## src/rtl/rc4_prga_decrypt.sv

```systemverilog
// RC4 keystream generator (PRGA) and decryptor: walks the shuffled S memory, XORs with ciphertext ROM, writes plaintext RAM.
// Optional build macro RC4_ASCII_CHECK_EN rejects non-lowercase/space plaintext bytes and stops in FAIL.
module rc4_prga_decrypt #(
  parameter int MSG_LEN = 32
) (
  input  logic       clk,
  input  logic       reset_n,
  input  logic       start,
  output logic [7:0] s_addr,
  output logic [7:0] s_data,
  output logic       s_wren,
  input  logic [7:0] s_q,
  output logic [7:0] rom_addr,
  input  logic [7:0] rom_q,
  output logic [7:0] ram_addr,
  output logic [7:0] ram_data,
  output logic       ram_wren,
  output logic       done,
  output logic       fail
);

  typedef enum logic [3:0] {
    IDLE, INC_I, READ_SI, WAIT_SI, CALC_J, READ_SJ, WAIT_SJ,
    WR_SI, WR_SJ, READ_F, WAIT_F, WR_DEC, NEXT, DONE
`ifdef RC4_ASCII_CHECK_EN
    , FAIL
`endif
  } state_t;

  localparam logic [7:0] LAST_K = 8'(MSG_LEN - 1);

  state_t     state_reg, state_next;
  logic [7:0] i_reg, i_next;
  logic [7:0] j_reg, j_next;
  logic [7:0] k_reg, k_next;
  logic [7:0] si_reg, si_next;
  logic [7:0] sj_reg, sj_next;
  logic [7:0] f_reg, f_next;
  logic [7:0] sum_ij;
  logic [7:0] plain;

  assign sum_ij = si_reg + sj_reg;
  assign plain  = f_reg ^ rom_q;

`ifdef RC4_ASCII_CHECK_EN
  function automatic logic is_allowed(input logic [7:0] b);
    return (b == 8'h20) || ((b >= 8'h61) && (b <= 8'h7A));
  endfunction
`endif

  always_ff @(posedge clk or negedge reset_n) begin
    if (!reset_n) begin
      state_reg <= IDLE;
      i_reg     <= 8'd0;
      j_reg     <= 8'd0;
      k_reg     <= 8'd0;
      si_reg    <= 8'd0;
      sj_reg    <= 8'd0;
      f_reg     <= 8'd0;
    end else begin
      state_reg <= state_next;
      i_reg     <= i_next;
      j_reg     <= j_next;
      k_reg     <= k_next;
      si_reg    <= si_next;
      sj_reg    <= sj_next;
      f_reg     <= f_next;
    end
  end

  always_comb begin
    state_next = state_reg;
    i_next     = i_reg;
    j_next     = j_reg;
    k_next     = k_reg;
    si_next    = si_reg;
    sj_next    = sj_reg;
    f_next     = f_reg;
    s_addr     = 8'd0;
    s_data     = 8'd0;
    s_wren     = 1'b0;
    rom_addr   = 8'd0;
    ram_addr   = 8'd0;
    ram_data   = 8'd0;
    ram_wren   = 1'b0;
    done       = 1'b0;
    fail       = 1'b0;

    case (state_reg)
      IDLE:    if (start) state_next = INC_I;
      INC_I: begin
        i_next     = i_reg + 8'd1;
        state_next = READ_SI;
      end
      READ_SI: begin
        s_addr     = i_reg;
        state_next = WAIT_SI;
      end
      WAIT_SI: begin
        s_addr     = i_reg;
        si_next    = s_q;
        state_next = CALC_J;
      end
      CALC_J: begin
        j_next     = j_reg + si_reg;
        state_next = READ_SJ;
      end
      READ_SJ: begin
        s_addr     = j_reg;
        state_next = WAIT_SJ;
      end
      WAIT_SJ: begin
        s_addr     = j_reg;
        sj_next    = s_q;
        state_next = WR_SI;
      end
      // Swap uses the pre-swap copies; i==j writes the same value twice.
      WR_SI: begin
        s_addr     = i_reg;
        s_data     = sj_reg;
        s_wren     = 1'b1;
        state_next = WR_SJ;
      end
      WR_SJ: begin
        s_addr     = j_reg;
        s_data     = si_reg;
        s_wren     = 1'b1;
        state_next = READ_F;
      end
      READ_F: begin
        s_addr     = sum_ij;
        rom_addr   = k_reg;
        state_next = WAIT_F;
      end
      WAIT_F: begin
        s_addr     = sum_ij;
        rom_addr   = k_reg;
        f_next     = s_q;
        state_next = WR_DEC;
      end
      WR_DEC: begin
        ram_addr   = k_reg;
        ram_data   = plain;
        ram_wren   = 1'b1;
        state_next = NEXT;
`ifdef RC4_ASCII_CHECK_EN
        if (!is_allowed(plain)) begin
          ram_wren   = 1'b0;
          state_next = FAIL;
        end
`endif
      end
      NEXT: begin
        if (k_reg == LAST_K) begin
          state_next = DONE;
        end else begin
          k_next     = k_reg + 8'd1;
          state_next = INC_I;
        end
      end
      DONE:    done = 1'b1;
`ifdef RC4_ASCII_CHECK_EN
      FAIL: begin
        done = 1'b1;
        fail = 1'b1;
      end
`endif
      default: state_next = IDLE;
    endcase

    // Dropping start aborts from any state; the current cycle's strobes still complete.
    if (!start) begin
      state_next = IDLE;
      i_next     = 8'd0;
      j_next     = 8'd0;
      k_next     = 8'd0;
    end
  end

endmodule
```

## config.mk

```make
export PLATFORM = sky130hd
export DESIGN_NAME = rc4_prga_decrypt
export DESIGN_NICKNAME = d
export VERILOG_FILES = /design/src/rtl/rc4_prga_decrypt.sv
export SDC_FILE = /design/constraint.sdc
export NUM_CORES = 1
export LEC_CHECK = 0
export BUFFER_PORTS_ARGS = -buffer_cell sky130_fd_sc_hd__buf_2
export CAP_MARGIN = 20
export CORE_ASPECT_RATIO = 0.75
export CORE_MARGIN = 4
export CORE_UTILIZATION = 25
export CTS_BUF_LIST = sky130_fd_sc_hd__clkbuf_4 sky130_fd_sc_hd__clkbuf_8
export DETAILED_ROUTE_END_ITERATION = 12
export PLACE_DENSITY = 0.5
export RECOVER_POWER = 25
export SLEW_MARGIN = 30
export SYNTH_ARGS = -nofsm -noshare
export SYNTH_HDL_FRONTEND = slang
export SYNTH_SLANG_ARGS = --single-unit
```

## constraint.sdc

```tcl
create_clock -name clk -period 6.7 [get_ports clk]
set_clock_uncertainty 0.15 [all_clocks]
set_input_delay 1.34 -clock clk [delete_from_list [all_inputs] [get_ports clk]]
set_output_delay 1.34 -clock clk [all_outputs]
set_load 0.01 [all_outputs]
```

==> After elaboration in Yosys (flattened, before gate mapping) <==
Index checks and enable logic that the tools add are counted.
{ "word_totals": {"elab_cells": 55, "romBits": 0, "output_inout_bits": 44, "latch_bits": 0, "regBits": 52, "in_bits": 19, "ram_bits": 0, "n_memories": 0} }
{ "op_classes": {"mul": 0, "reduce_logical": 6, "div": 0, "muxes": 18, "n_eq_ne": 19, "shifts": 0, "n_lt_le_gt_ge": 0, "n_addsub": 4, "n_bitwise": 1} }
{ "ops": {"columns": ["operator", "n"], "rows": [
  ["$mux W8", 10],
  ["$pmux W4 S14", 1],
  ["$eq A4 B4 Y1 const B", 6],
  ["$pmux W8 S3", 1],
  ["$add A8 B1 Y8 const B", 2],
  ["$add A8 B8 Y8", 2],
  ["$eq A4 B3 Y1 const B", 4],
  ["$pmux W8 S2", 1],
  ["$eq A4 B2 Y1 const B", 2],
  ["$eq A8 B5 Y1 const B", 1],
  ["$mux W4", 2],
  ["$xor A8 B8 Y8", 1],
  ["$ne A2 B1 Y1 const B", 3],
  ["$reduce_or A3 Y1", 2],
  ["$eq A4 B1 Y1 const B", 1],
  ["$logic_not A4 Y1", 1],
  ["$ne A2 B2 Y1 const B", 2],
  ["$reduce_or A2 Y1", 2],
  ["$mux W1", 3],
  ["$reduce_and A2 Y1", 1]
]} }

==> Longest topological paths before layout <==
Gate-level depths: netlist of the first run.
{ "depth": {"word_depth": 4, "ltp_mapped": 9, "mapped_depth_nobuf": 9} }

==> Worst setup path after synthesis of the first run <==
Ideal clock, no wire load.
{ "synth_path": {"path_type": "register -> output", "from": "register si_reg[1]", "to": "output s_addr[7]", "path_stages_with_launch": 8, "n_path_buf": 0, "slack_ps": 3427, "required_ps": 5210, "t_arrival_ps": 1783, "cell_sequence": "dfrtp_1 -> ha_1 -> a21o_1 -> a21oi_1 -> o21ai_0 -> a31oi_1 -> xnor2_1 -> o21ai_0"} }
{ "synth_between": {"elab_chain_cells": 2} }
{ "synth_rtl": {"columns": ["item", "line", "source"], "rows": [
  ["start: declaration", "36", "logic [7:0] si_reg, si_next;"],
  ["start signal: assignment", "65", "si_reg <= si_next;"],
  ["$add A8 B8 Y8", "42", "assign sum_ij = si_reg + sj_reg;"],
  ["$pmux W8 S3", "89", "case (state_reg)"],
  ["end: declaration", "9", "output logic [7:0] s_addr,"]
]} }
No other way between the ends.

==> Final worst setup path of the first run <==
{ "layout_path": {"from": "register state_reg[3]", "to": "output ram_addr[6]"} }
{ "layout_between": {"elab_chain_cells": 2} }
{ "layout_rtl": {"columns": ["item", "line", "source"], "rows": [
  ["start: declaration", "32", "state_t state_reg, state_next;"],
  ["start signal: assignment", "61", "state_reg <= state_next;"],
  ["$eq A4 B4 Y1", "89", null],
  ["$mux W8", "89", null],
  ["end: declaration", "15", "output logic [7:0] ram_addr,"]
]} }
No other way between the ends.

==> flow_summary.toml, run 1 <==
[global_route]
grt.overflow.total = 0
grt_start_max_net_pins = 53
number_of_antenna_violations_at_the_first_check_in_global_routing = 0
wire_length_of_the_first_global_routing_pass_um = 13900
grt_pass1_vias = 2628
overall_track_demand_over_capacity_in_global_routing_pct = 11.3

[sta]
timing.final.hold_violations = 0
final.min_clock_period_ps = 3940
timing.final.ws_setup_ps = 2760
final.period_utilization_pct = 58.7
setup_violations = 0
timing_worst_slew_pin_value_ps = 2900
max_freq_mhz = 254
timing.slew.headroom_pct = -93.1
timing.setup.tns_ps = 0
worst_hold_slack_ps = 390
timing.final.max_slew_violations = 53
rsz0062_at_grt = "false"

[min_path]
holdPathEnd = "f_reg[5]"
hold_path_class = "reg -> reg"
hp-start = "f_reg[5]"
worst_hold_path.num_cells = 1

[run]
timing.max_cap.violations = 1

[yosys]
simple_logic_cell_fraction_of_the_synthesized_area_pct = 20.4
yosys_warnings = 0
dominantRegCellSynth = "sky130_fd_sc_hd__dfrtp_1"
synthXorXnorAreaFrac_pct = 8.10
synth_top_family_by_area = "simple AND/OR/NAND/NOR gates"
post-synth-top-area-cell = "sky130_fd_sc_hd__dfrtp_1"
syn-num-nets = 367
area_contributors_post_synth = "sky130_fd_sc_hd__dfrtp_1 39%, sky130_fd_sc_hd__mux2_2 7.4%, sky130_fd_sc_hd__xnor2_1 6.0%, sky130_fd_sc_hd__ha_1 6.0%, sky130_fd_sc_hd__and2_1 4.7%"
async_flop_share_pct = 100
synth_compound_gate_area_share_pct = 13.1
post_synth_inst_count = 330
synth_fa_ha_area_share_pct = 7.16
flop_and_latch_count_out_of_synthesis = 52
yosys-mux-area-fraction_pct = 9.48
synth-seq-area-share_pct = 38.8
netlist-cell-type-count = 52
synth_enable_flop_cells = 0
syn-mean-instance-area_um2 = 10.2
synth_top_cell_area_share_pct = 38.8
post_synth_design_cell_area_mm2 = 0.00335

[clock_tree]
cts_tree = "yes"
post_cts.repair.setup_buffers = 0
clock_latency_ps = 320
cts_resized = 0
clock_path_buffers = 2
cts.hold.buffers_added = 0
cts.htree.levels = 2
cts_root_buffer = "sky130_fd_sc_hd__clkbuf_8"
tritoncts.num_buffers = 5
clkSinkCount = 52
clk_pin_slew_worst_paths_ps = 110

[pwr]
report.power.total_mw = 0.818
leakage_nw = 1.92
peakVddDrop_v = 0.000108
cellPowerDensity_mw_per_mm2 = 210

[final_layout]
layout.area.seq_mm2 = 0.00130
synthToLayoutAreaGrowth_pct = 16.4
layoutNonFillerInstCount = 560
drive_above_1_share_pct = 26.0
number_of_antenna_repair_diodes = 0
n_fill_cell = 1354
layout.nets = 425
area_used_by_multi_input_combinational_logic_mm2 = 0.00196

[routing]
sum_of_routed_wire_length_over_all_layers_um = 8260
ant_nets = 0
post_drt_wl_per_cell_um = 14.7
remaining_drc_errors = 0
drtPass1Iterations = 4
route.detailed.vias_per_inst = 4.61
first_drt_iteration_drcs = 134
vias = 2579

[floorplanning]
fp.dieArea_mm2 = 0.0153
chipWidth_um = 142
die_height_um = 108
floorplan.initialDensity_pct = 25.7
core-area_mm2 = 0.0131
core.rowCount = 36
num_io_pins = 63

[setup_path]
cp-start-kind = "flop"
cp_max_fo = 10
timing.reg2reg.worst_path_depth = 8
end_kind = "output port"
regToRegStartpoint = "si_reg[0]"
worstSetupPathType = "reg -> out"
setup_slack_reg_to_reg_ps = 4320
crit_required_ps = 5210
r2r-end = "j_reg[6]"
arrival_worst_endpoint_ps = 2450

[place]
portBuffers = 61
hpwl_um = 6310
pre_cts_ws_ps = 3060
routabilityCongestion = 0.875
dp_cells = 552

[outcome]
outcome = "finished with violations"
violated_checks = "max-capacitance violations, max-slew violations"
## final cells by class
type | instances | share of cell area [%]
clock buffer | 5 | 1.76
sequential | 52 | 33.3
tap | 171 | 5.48
inverter | 7 | 0.705
timing repair buffer | 62 | 7.89
multi-input combinational | 260 | 50.1
clock inverter | 3 | 0.705
## power by group
group | switching, mW | internal, mW
registers | 0.0446 | 0.346
logic | 0.125 | 0.111
clock network | 0.115 | 0.0769
total | 0.284 | 0.534
## worst max-delay path, cell delays in order (launching register included)
cell and delay [ps]:
sky130_fd_sc_hd__dfrtp_1 600, sky130_fd_sc_hd__clkinv_2 170, sky130_fd_sc_hd__nor2_1 480, sky130_fd_sc_hd__nand3_2 340
sky130_fd_sc_hd__inv_1 270, sky130_fd_sc_hd__and2_1 150, sky130_fd_sc_hd__buf_2 120
## cells in the mapped netlist, drive strengths merged, types with 7 or more instances
cell   number
nor2       15
buf         8
and2       25
and3       13
ha         16
mux2       22
a22o        8
xnor2      23
mux2i       7
o21ai      20
nor2b      12
dfrtp      52
nand2      21
a21oi       9
xor2        8
a22oi       7
## cell usage in the layout, fill, tap and decap left out, types with 6 or more instances in the layout
| cell type | count |
|---|---|
| sky130_fd_sc_hd__buf_2 | 60 |
| sky130_fd_sc_hd__dfrtp_1 | 52 |
| sky130_fd_sc_hd__and2_1 | 24 |
| sky130_fd_sc_hd__xnor2_1 | 23 |
| sky130_fd_sc_hd__mux2_2 | 22 |
| sky130_fd_sc_hd__nand2_1 | 20 |
| sky130_fd_sc_hd__o21ai_0 | 20 |
| sky130_fd_sc_hd__ha_1 | 16 |
| sky130_fd_sc_hd__nor2_1 | 14 |
| sky130_fd_sc_hd__and3_1 | 13 |
| sky130_fd_sc_hd__nor2b_1 | 12 |
| sky130_fd_sc_hd__a21oi_1 | 9 |
| sky130_fd_sc_hd__a22o_1 | 8 |
| sky130_fd_sc_hd__xor2_1 | 8 |
| sky130_fd_sc_hd__a22oi_1 | 7 |
| sky130_fd_sc_hd__mux2i_1 | 7 |
| sky130_fd_sc_hd__inv_1 | 6 |
## worst max path at each step
stage                     cells after the start           to          from  slack [ps]
after detailed placement                      6  ram_addr[6]  state_reg[3]        3060
after floorplan                               7    s_addr[7]     si_reg[1]        3430
after global routing                          2     i_reg[3]       reset_n        2150
final                                         6  ram_addr[6]  state_reg[3]        2760
after global placement                        6  ram_addr[4]  state_reg[3]        3120
after CTS                                     6  ram_addr[6]  state_reg[3]        2690
## logic make-up after synthesis
logic type,Yosys count
AND/OR/NAND/NOR,116
flip-flops,52
buffers and inverters,18
adder cells (fa/ha/maj),18
XOR/XNOR,31
other,1
multiplexers,29
AO/OA/AOI/OAI,65
## per-stage QoR
| stage | util [%] | area [um^2] |
|---|---|---|
| 2_1_floorplan | - | 3350 |
| 3_3_place_gp | 29.2 | 3810 |
| 3_5_place_dp | 29.2 | 3810 |
| 4_1_cts | 29.9 | 3910 |
| 5_1_grt | 29.9 | 3900 |
| 6_report | 29.9 | 3900 |
## per-layer routing
layer	vias up	track usage, %	share of wire [%]
met1	1234	16.2	51
met3	8	2.56	3.9
met5	-	0	0
met4	0	2.26	0.98
li1	1291	-	-
met2	46	17.6	44
No activity file was read; power rests on OpenSTA's default activity.
==> run 2: changes to the inputs <==
--- a/config.mk
+++ b/config.mk
@@ -5,6 +5,7 @@
 export SDC_FILE = /design/constraint.sdc
 export NUM_CORES = 1
 export LEC_CHECK = 0
+export ABC_AREA = 1
 export BUFFER_PORTS_ARGS = -buffer_cell sky130_fd_sc_hd__buf_2
 export CAP_MARGIN = 20
 export CORE_ASPECT_RATIO = 0.75
@@ -12,7 +13,7 @@
 export CORE_UTILIZATION = 25
 export CTS_BUF_LIST = sky130_fd_sc_hd__clkbuf_4 sky130_fd_sc_hd__clkbuf_8
 export DETAILED_ROUTE_END_ITERATION = 12
-export PLACE_DENSITY = 0.5
+export PLACE_DENSITY = 0.51
 export RECOVER_POWER = 25
 export SLEW_MARGIN = 30
 export SYNTH_ARGS = -nofsm -noshare
==> constraint.sdc (replaced) <==
create_clock -name clk -period 3.4 [get_ports clk]
set_clock_uncertainty 0.15 [all_clocks]
set_input_delay 0.68 -clock clk [delete_from_list [all_inputs] [get_ports clk]]
set_output_delay 0.68 -clock clk [all_outputs]
set_load 0.01 [all_outputs]
==> run 2 against run 1 <==
Against the previous run: power increased by 110%; hold slack got worse by 130 ps; largest cell class unchanged; sequential cell count unchanged; critical path depth increased by 6; die area increased by 5.9%; the run now ends clean; first-iteration DRC count increased by 60%; wire length increased by 18%; final cell count increased by 30%; synthesized cell count increased by 50%; critical endpoint is now s_addr[6]; via count increased by 27%; global-route usage increased by 0.71 points.
==> flow_summary.toml, run 2 <==
[clock_tree]
cts.hold.buffers_added = 0
tritoncts.num_buffers = 5
clock_latency_ps = 320
clk_pin_slew_worst_paths_ps = 110
cts_tree = "yes"
clkSinkCount = 52
cts_resized = 0
clock_path_buffers = 2
cts.htree.levels = 2
cts_root_buffer = "sky130_fd_sc_hd__clkbuf_8"
post_cts.repair.setup_buffers = 0

[yosys]
syn-mean-instance-area_um2 = 7.22
ys_top_cells_by_count = "140 x sky130_fd_sc_hd__nand2_1, 65 x sky130_fd_sc_hd__inv_1, 52 x sky130_fd_sc_hd__dfrtp_1"
synth_enable_flop_cells = 0
post-synth-top-area-cell = "sky130_fd_sc_hd__dfrtp_1"
async_flop_share_pct = 100
yosys_warnings = 0
post_synth_design_cell_area_mm2 = 0.00357
post_synth_inst_count = 494
area_contributors_post_synth = "sky130_fd_sc_hd__dfrtp_1 36%, sky130_fd_sc_hd__nand2_1 15%, sky130_fd_sc_hd__inv_1 6.8%, sky130_fd_sc_hd__ha_1 5.6%, sky130_fd_sc_hd__nand3_1 5.6%"
syn-num-nets = 531
flop_and_latch_count_out_of_synthesis = 52
netlist-cell-type-count = 36
cell_with_the_most_instances_after_synthesis = "sky130_fd_sc_hd__nand2_1"
dominantRegCellSynth = "sky130_fd_sc_hd__dfrtp_1"
synth-seq-area-share_pct = 36.5
synth_top_cell_area_share_pct = 36.5

[sta]
setup_violations = 0
timing_worst_slew_pin_value_ps = 1180
timing.slew.headroom_pct = 21.1
worst_hold_slack_ps = 259
max_freq_mhz = 346
timing.final.hold_violations = 0
timing.final.max_slew_violations = 0
timing.setup.tns_ps = 0
rsz0062_at_grt = "false"
final.period_utilization_pct = 85.0
final.min_clock_period_ps = 2890

[place]
portBuffers = 61
hpwl_um = 7590
routabilityCongestion = 0.880
dp_cells = 721
cell_area_after_placement_mm2 = 0.00403

[final_layout]
layout_common_cells = "140 x sky130_fd_sc_hd__nand2_1, 65 x sky130_fd_sc_hd__inv_1, 59 x sky130_fd_sc_hd__buf_2"
n_fill_cell = 1530
number_of_antenna_repair_diodes = 0
layout.nets = 590
finish.instance_area_mm2 = 0.00412
synthToLayoutAreaGrowth_pct = 15.4
layout.cells.most_common = "sky130_fd_sc_hd__nand2_1"
drive_above_1_share_pct = 17.9
layoutNonFillerInstCount = 729

[floorplanning]
num_io_pins = 63
fp.dieArea_mm2 = 0.0163
chipWidth_um = 146
core.rowCount = 37
core-area_mm2 = 0.0138
floorplan.initialDensity_pct = 25.8
die_height_um = 111

[routing]
drtPass1Iterations = 4
sum_of_routed_wire_length_over_all_layers_um = 9710
remaining_drc_errors = 0
route.detailed.vias_per_inst = 4.51
post_drt_wl_per_cell_um = 13.3
vias = 3288
first_drt_iteration_drcs = 215
ant_nets = 0

[setup_path]
worstSetupPathType = "reg -> out"
arrival_worst_endpoint_ps = 2060
cp-start-kind = "flop"
max_stage_delay_ps = 420
slowest_stage = "sky130_fd_sc_hd__dfrtp_1"
crit_path_frequent_cell = "sky130_fd_sc_hd__nand2_1"
timing.critical_path.cells = "ha_1 > inv_1 > fa_1 > inv_1 > nand2_1 > nand2_1 > nand3_1 > nand2_1 > nand2_1 > nand3_1 > nand2_1 > buf_2"
cp_max_fo = 4
end_kind = "output port"
crit_required_ps = 2570

[pwr]
cellPowerDensity_mw_per_mm2 = 421
report.power.total_mw = 1.73
p_sw_mw = 0.672
internal_power_mw = 1.06
p_clk_share_pct = 22.7
peakVddDrop_v = 0.000192
sw_frac_of_total_pct = 38.8
leakage_nw = 2.30
seqPwrFrac_pct = 45.3
combinationalPowerShare_pct = 31.9

[global_route]
overall_track_demand_over_capacity_in_global_routing_pct = 12.0
grt.overflow.total = 0
number_of_antenna_violations_at_the_first_check_in_global_routing = 0
wire_length_of_the_first_global_routing_pass_um = 16000
grt_start_max_net_pins = 41
grt_pass1_vias = 3077

[min_path]
hold_path_class = "in -> async"

[run]
timing.max_cap.violations = 0

[outcome]
outcome = "finished clean"
## run 2: per-layer routing
metal  track usage (%)  share of wire, %  vias to the layer above
li1                  -                 -                     1704
met1              18.7                54                     1517
met2              17.4                42                       62
met3              2.16               3.2                        5
met4              2.02              0.54                        0
met5                 0                 0                        -
## run 2: area by class of cell
class	instances	area [um^2]	share of cell area, %
inverters	74	280	6.81
clock inverters	3	27.5	0.669
repair buffers	62	308	7.48
multi-input cells	358	1910	46.4
flip-flops and latches	52	1300	31.6
clock buffers	5	68.8	1.67
well taps	175	219	5.32
## run 2: worst paths after layout
check | start | endpoint | slack (ps) | cells past startpoint
setup reg to reg | si_reg[0] | j_reg[4] | 1610 | 7
max in group asynchronous | reset_n | si_reg[6] | 1350 | 2
hold reg to reg | f_reg[0] | f_reg[0] | 380 | 2
min in group clk | f_reg[0] | f_reg[0] | 380 | 2
hold / removal | reset_n | i_reg[2] | 260 | 1
setup / recovery | si_reg[0] | s_addr[6] | 510 | 12
## run 2: power by group through the flow
stage / sequential [mW] / clock, mW / combinational (mW)
after floorplan: 0.761 / 0 / 0.436
after global placement: 0.791 / 0 / 0.557
after detailed placement: 0.796 / 0 / 0.554
after CTS: 0.784 / 0.413 / 0.556
after global routing: 0.800 / 0.447 / 0.652
final: 0.786 / 0.394 / 0.554
## run 2: kinds of logic (layout without fill, tap and decap cells)
| logic type | after synthesis | count (layout) | synth area share (%) |
|---|---|---|---|
| and+or+nand+nor | 258 | 258 | 32.5 |
| buffers and inverters | 84 | 144 | 9.89 |
| AOI/OAI and AO/OA | 67 | 67 | 10.9 |
| DFF | 52 | 52 | 36.5 |
| adders and majority gates | 18 | 18 | 6.74 |
| xor gates and xnor gates | 14 | 14 | 3.44 |
| other | 1 | 1 | 0.105 |
## run 2: worst max-delay path, delay by kind of cell, from the launching register on
kind	cells	cell delay, ps
and+or+nand+nor	7	500
buffers and inverters	3	270
adders and majority gates	2	550
DFF	1	420
## run 2: through the flow
step	setup WS, ps	utilization, %
2_1_floorplan	1130	-
3_3_place_gp	873	29.1
3_5_place_dp	850	29.1
4_1_cts	482	29.8
5_1_grt	302	29.7
6_report	509	29.7
==> run 3: changes to the inputs <==
--- a/config.mk
+++ b/config.mk
@@ -13,7 +13,7 @@
 export CORE_UTILIZATION = 25
 export CTS_BUF_LIST = sky130_fd_sc_hd__clkbuf_4 sky130_fd_sc_hd__clkbuf_8
 export DETAILED_ROUTE_END_ITERATION = 12
-export PLACE_DENSITY = 0.51
+export PLACE_DENSITY = 0.5
 export RECOVER_POWER = 25
 export SLEW_MARGIN = 30
 export SYNTH_ARGS = -nofsm -noshare
==> constraint.sdc (replaced) <==
create_clock -name clk -period 3.1 [get_ports clk]
set_clock_uncertainty 0.15 [all_clocks]
set_input_delay 0.62 -clock clk [delete_from_list [all_inputs] [get_ports clk]]
set_output_delay 0.62 -clock clk [all_outputs]
set_load 0.01 [all_outputs]
==> run 3 against run 2 <==
Against the previous run: non-clock buffer count unchanged; sequential share of layout area about the same; sequential power increased by 9.7%; first-iteration DRC count decreased by 7.4%; power increased by 11%; via count decreased by 0.67%; combinational power increased by 10%; critical path depth unchanged; wire length decreased by 2.3%.
==> flow_summary.toml, run 3 (same netlist as run 2, synthesis figures left out) <==
[sta]
max_freq_mhz = 355
timing.slew.headroom_pct = 8.38
final.min_clock_period_ps = 2820
setup_violations = 0
timing.final.hold_violations = 0
timing.setup.tns_ps = 0
worst_hold_slack_ps = 374
timing.final.max_slew_violations = 0
timing.final.ws_setup_ps = 283
final.period_utilization_pct = 90.9
timing_worst_slew_pin_value_ps = 1370
rsz0062_at_grt = "false"

[final_layout]
area_used_by_multi_input_combinational_logic_mm2 = 0.00191
drive_above_1_share_pct = 18.2
layout_common_cells = "140 x sky130_fd_sc_hd__nand2_1, 65 x sky130_fd_sc_hd__inv_1, 61 x sky130_fd_sc_hd__buf_2"
layout.nets = 590
finish.instance_area_mm2 = 0.00412
layout.cells.most_common = "sky130_fd_sc_hd__nand2_1"
synthToLayoutAreaGrowth_pct = 15.5
layoutNonFillerInstCount = 729
fin_util_pct = 29.8
n_fill_cell = 1479
layout.area.seq_mm2 = 0.00130
number_of_antenna_repair_diodes = 0

[setup_path]
arrival_worst_endpoint_ps = 2050
crit_required_ps = 2330
cp_max_fo = 4
worstSetupPathType = "reg -> out"
path_buf_inv = 3
cp-start-kind = "flop"
slowest_stage = "sky130_fd_sc_hd__dfrtp_1"
timing.reg2reg.worst_path_depth = 7
end_kind = "output port"
top_family_by_delay_on_critical_path = "adder cells"
regToRegStartpoint = "j_reg[0]"
max_stage_delay_ps = 420
setup_slack_reg_to_reg_ps = 1280
crit_path_frequent_cell = "sky130_fd_sc_hd__nand2_1"
r2r-end = "j_reg[4]"
timing.critical_path.cells = "ha_1 > inv_1 > fa_1 > inv_1 > nand2_1 > nand2_1 > nand3_1 > nand2_1 > nand2_1 > nand3_1 > nand2_1 > buf_2"

[routing]
ant_nets = 0
first_drt_iteration_drcs = 199
vias = 3266
post_drt_wl_per_cell_um = 13.0
remaining_drc_errors = 0
route.detailed.vias_per_inst = 4.48
drtPass1Iterations = 4
sum_of_routed_wire_length_over_all_layers_um = 9480

[floorplanning]
fp.dieArea_mm2 = 0.0163
chipWidth_um = 146
core-area_mm2 = 0.0138
num_io_pins = 63
floorplan.initialDensity_pct = 25.8
die_height_um = 111
core.rowCount = 37

[place]
pre_cts_ws_ps = 650
routabilityCongestion = 0.855
cell_area_after_placement_mm2 = 0.00403
portBuffers = 61
dp_cells = 721
hpwl_um = 7400

[min_path]
holdPathEnd = "f_reg[5]"
hold_path_class = "reg -> reg"
hp-start = "f_reg[5]"
worst_hold_path.num_cells = 2

[global_route]
overall_track_demand_over_capacity_in_global_routing_pct = 11.9
grt_pass1_vias = 3090
number_of_antenna_violations_at_the_first_check_in_global_routing = 0
grt.overflow.total = 0
wire_length_of_the_first_global_routing_pass_um = 16000
grt_start_max_net_pins = 53

[clock_tree]
cts_tree = "yes"
clock_latency_ps = 320
tritoncts.num_buffers = 5
clock_path_buffers = 2
cts.htree.levels = 2
cts_root_buffer = "sky130_fd_sc_hd__clkbuf_8"
post_cts.repair.setup_buffers = 0
cts.hold.buffers_added = 0
clkSinkCount = 52
clk_pin_slew_worst_paths_ps = 120
cts_resized = 0

[pwr]
leakage_nw = 2.31
cellPowerDensity_mw_per_mm2 = 465
report.power.total_mw = 1.92
peakVddDrop_v = 0.000162

[outcome]
outcome = "finished clean"

[run]
timing.max_cap.violations = 0
[run 3: cell types whose count changed in the layout (fill, tap and decap cells not counted), sizes merged]
| cell | previous run | this run |
|---|---|---|
| clkinv | 1 | 0 |
| clkbuf | 8 | 6 |
| inv | 75 | 77 |
| buf | 59 | 61 |
| clkinvlp | 1 | 0 |
[run 3: power by group]
part | internal [mW] | switching [mW]
sequential | 0.757 | 0.105
combinational | 0.243 | 0.369
clock | 0.172 | 0.272
[run 3: worst max-delay path by stage]
stage / start / end / slack [ps] / cells past startpoint
after floorplan: si_reg[0] / s_addr[6] / 890 / 10
after global placement: si_reg[0] / s_addr[6] / 650 / 12
after detailed placement: si_reg[1] / s_addr[6] / 650 / 11
after CTS: si_reg[1] / s_addr[6] / 270 / 11
after global routing: si_reg[0] / s_addr[6] / 110 / 12
final: si_reg[0] / s_addr[6] / 280 / 12
[run 3: layout make-up]
class | count | share of cell area (%)
Clock inverter | 3 | 0.698
Timing Repair Buffer | 62 | 7.53
Clock buffer | 5 | 1.67
Inverter | 74 | 6.80
Multi-Input combinational cell | 358 | 46.4
Sequential cell | 52 | 31.6
Tap cell | 175 | 5.31
[run 3: per-layer routing]
metal | global-route usage [%] | share of wire (%) | vias up
li1 | - | - | 1700
met1 | 18.1 | 53 | 1491
met2 | 18.0 | 42 | 71
met3 | 1.79 | 4.1 | 4
met4 | 2.21 | 0.80 | 0
met5 | 0 | 0 | -
[run 3: worst min-delay path: stages, from the launching register on]
cell and delay (ps):
sky130_fd_sc_hd__dfrtp_1 380, sky130_fd_sc_hd__nand2_1 50, sky130_fd_sc_hd__o21ai_0 60
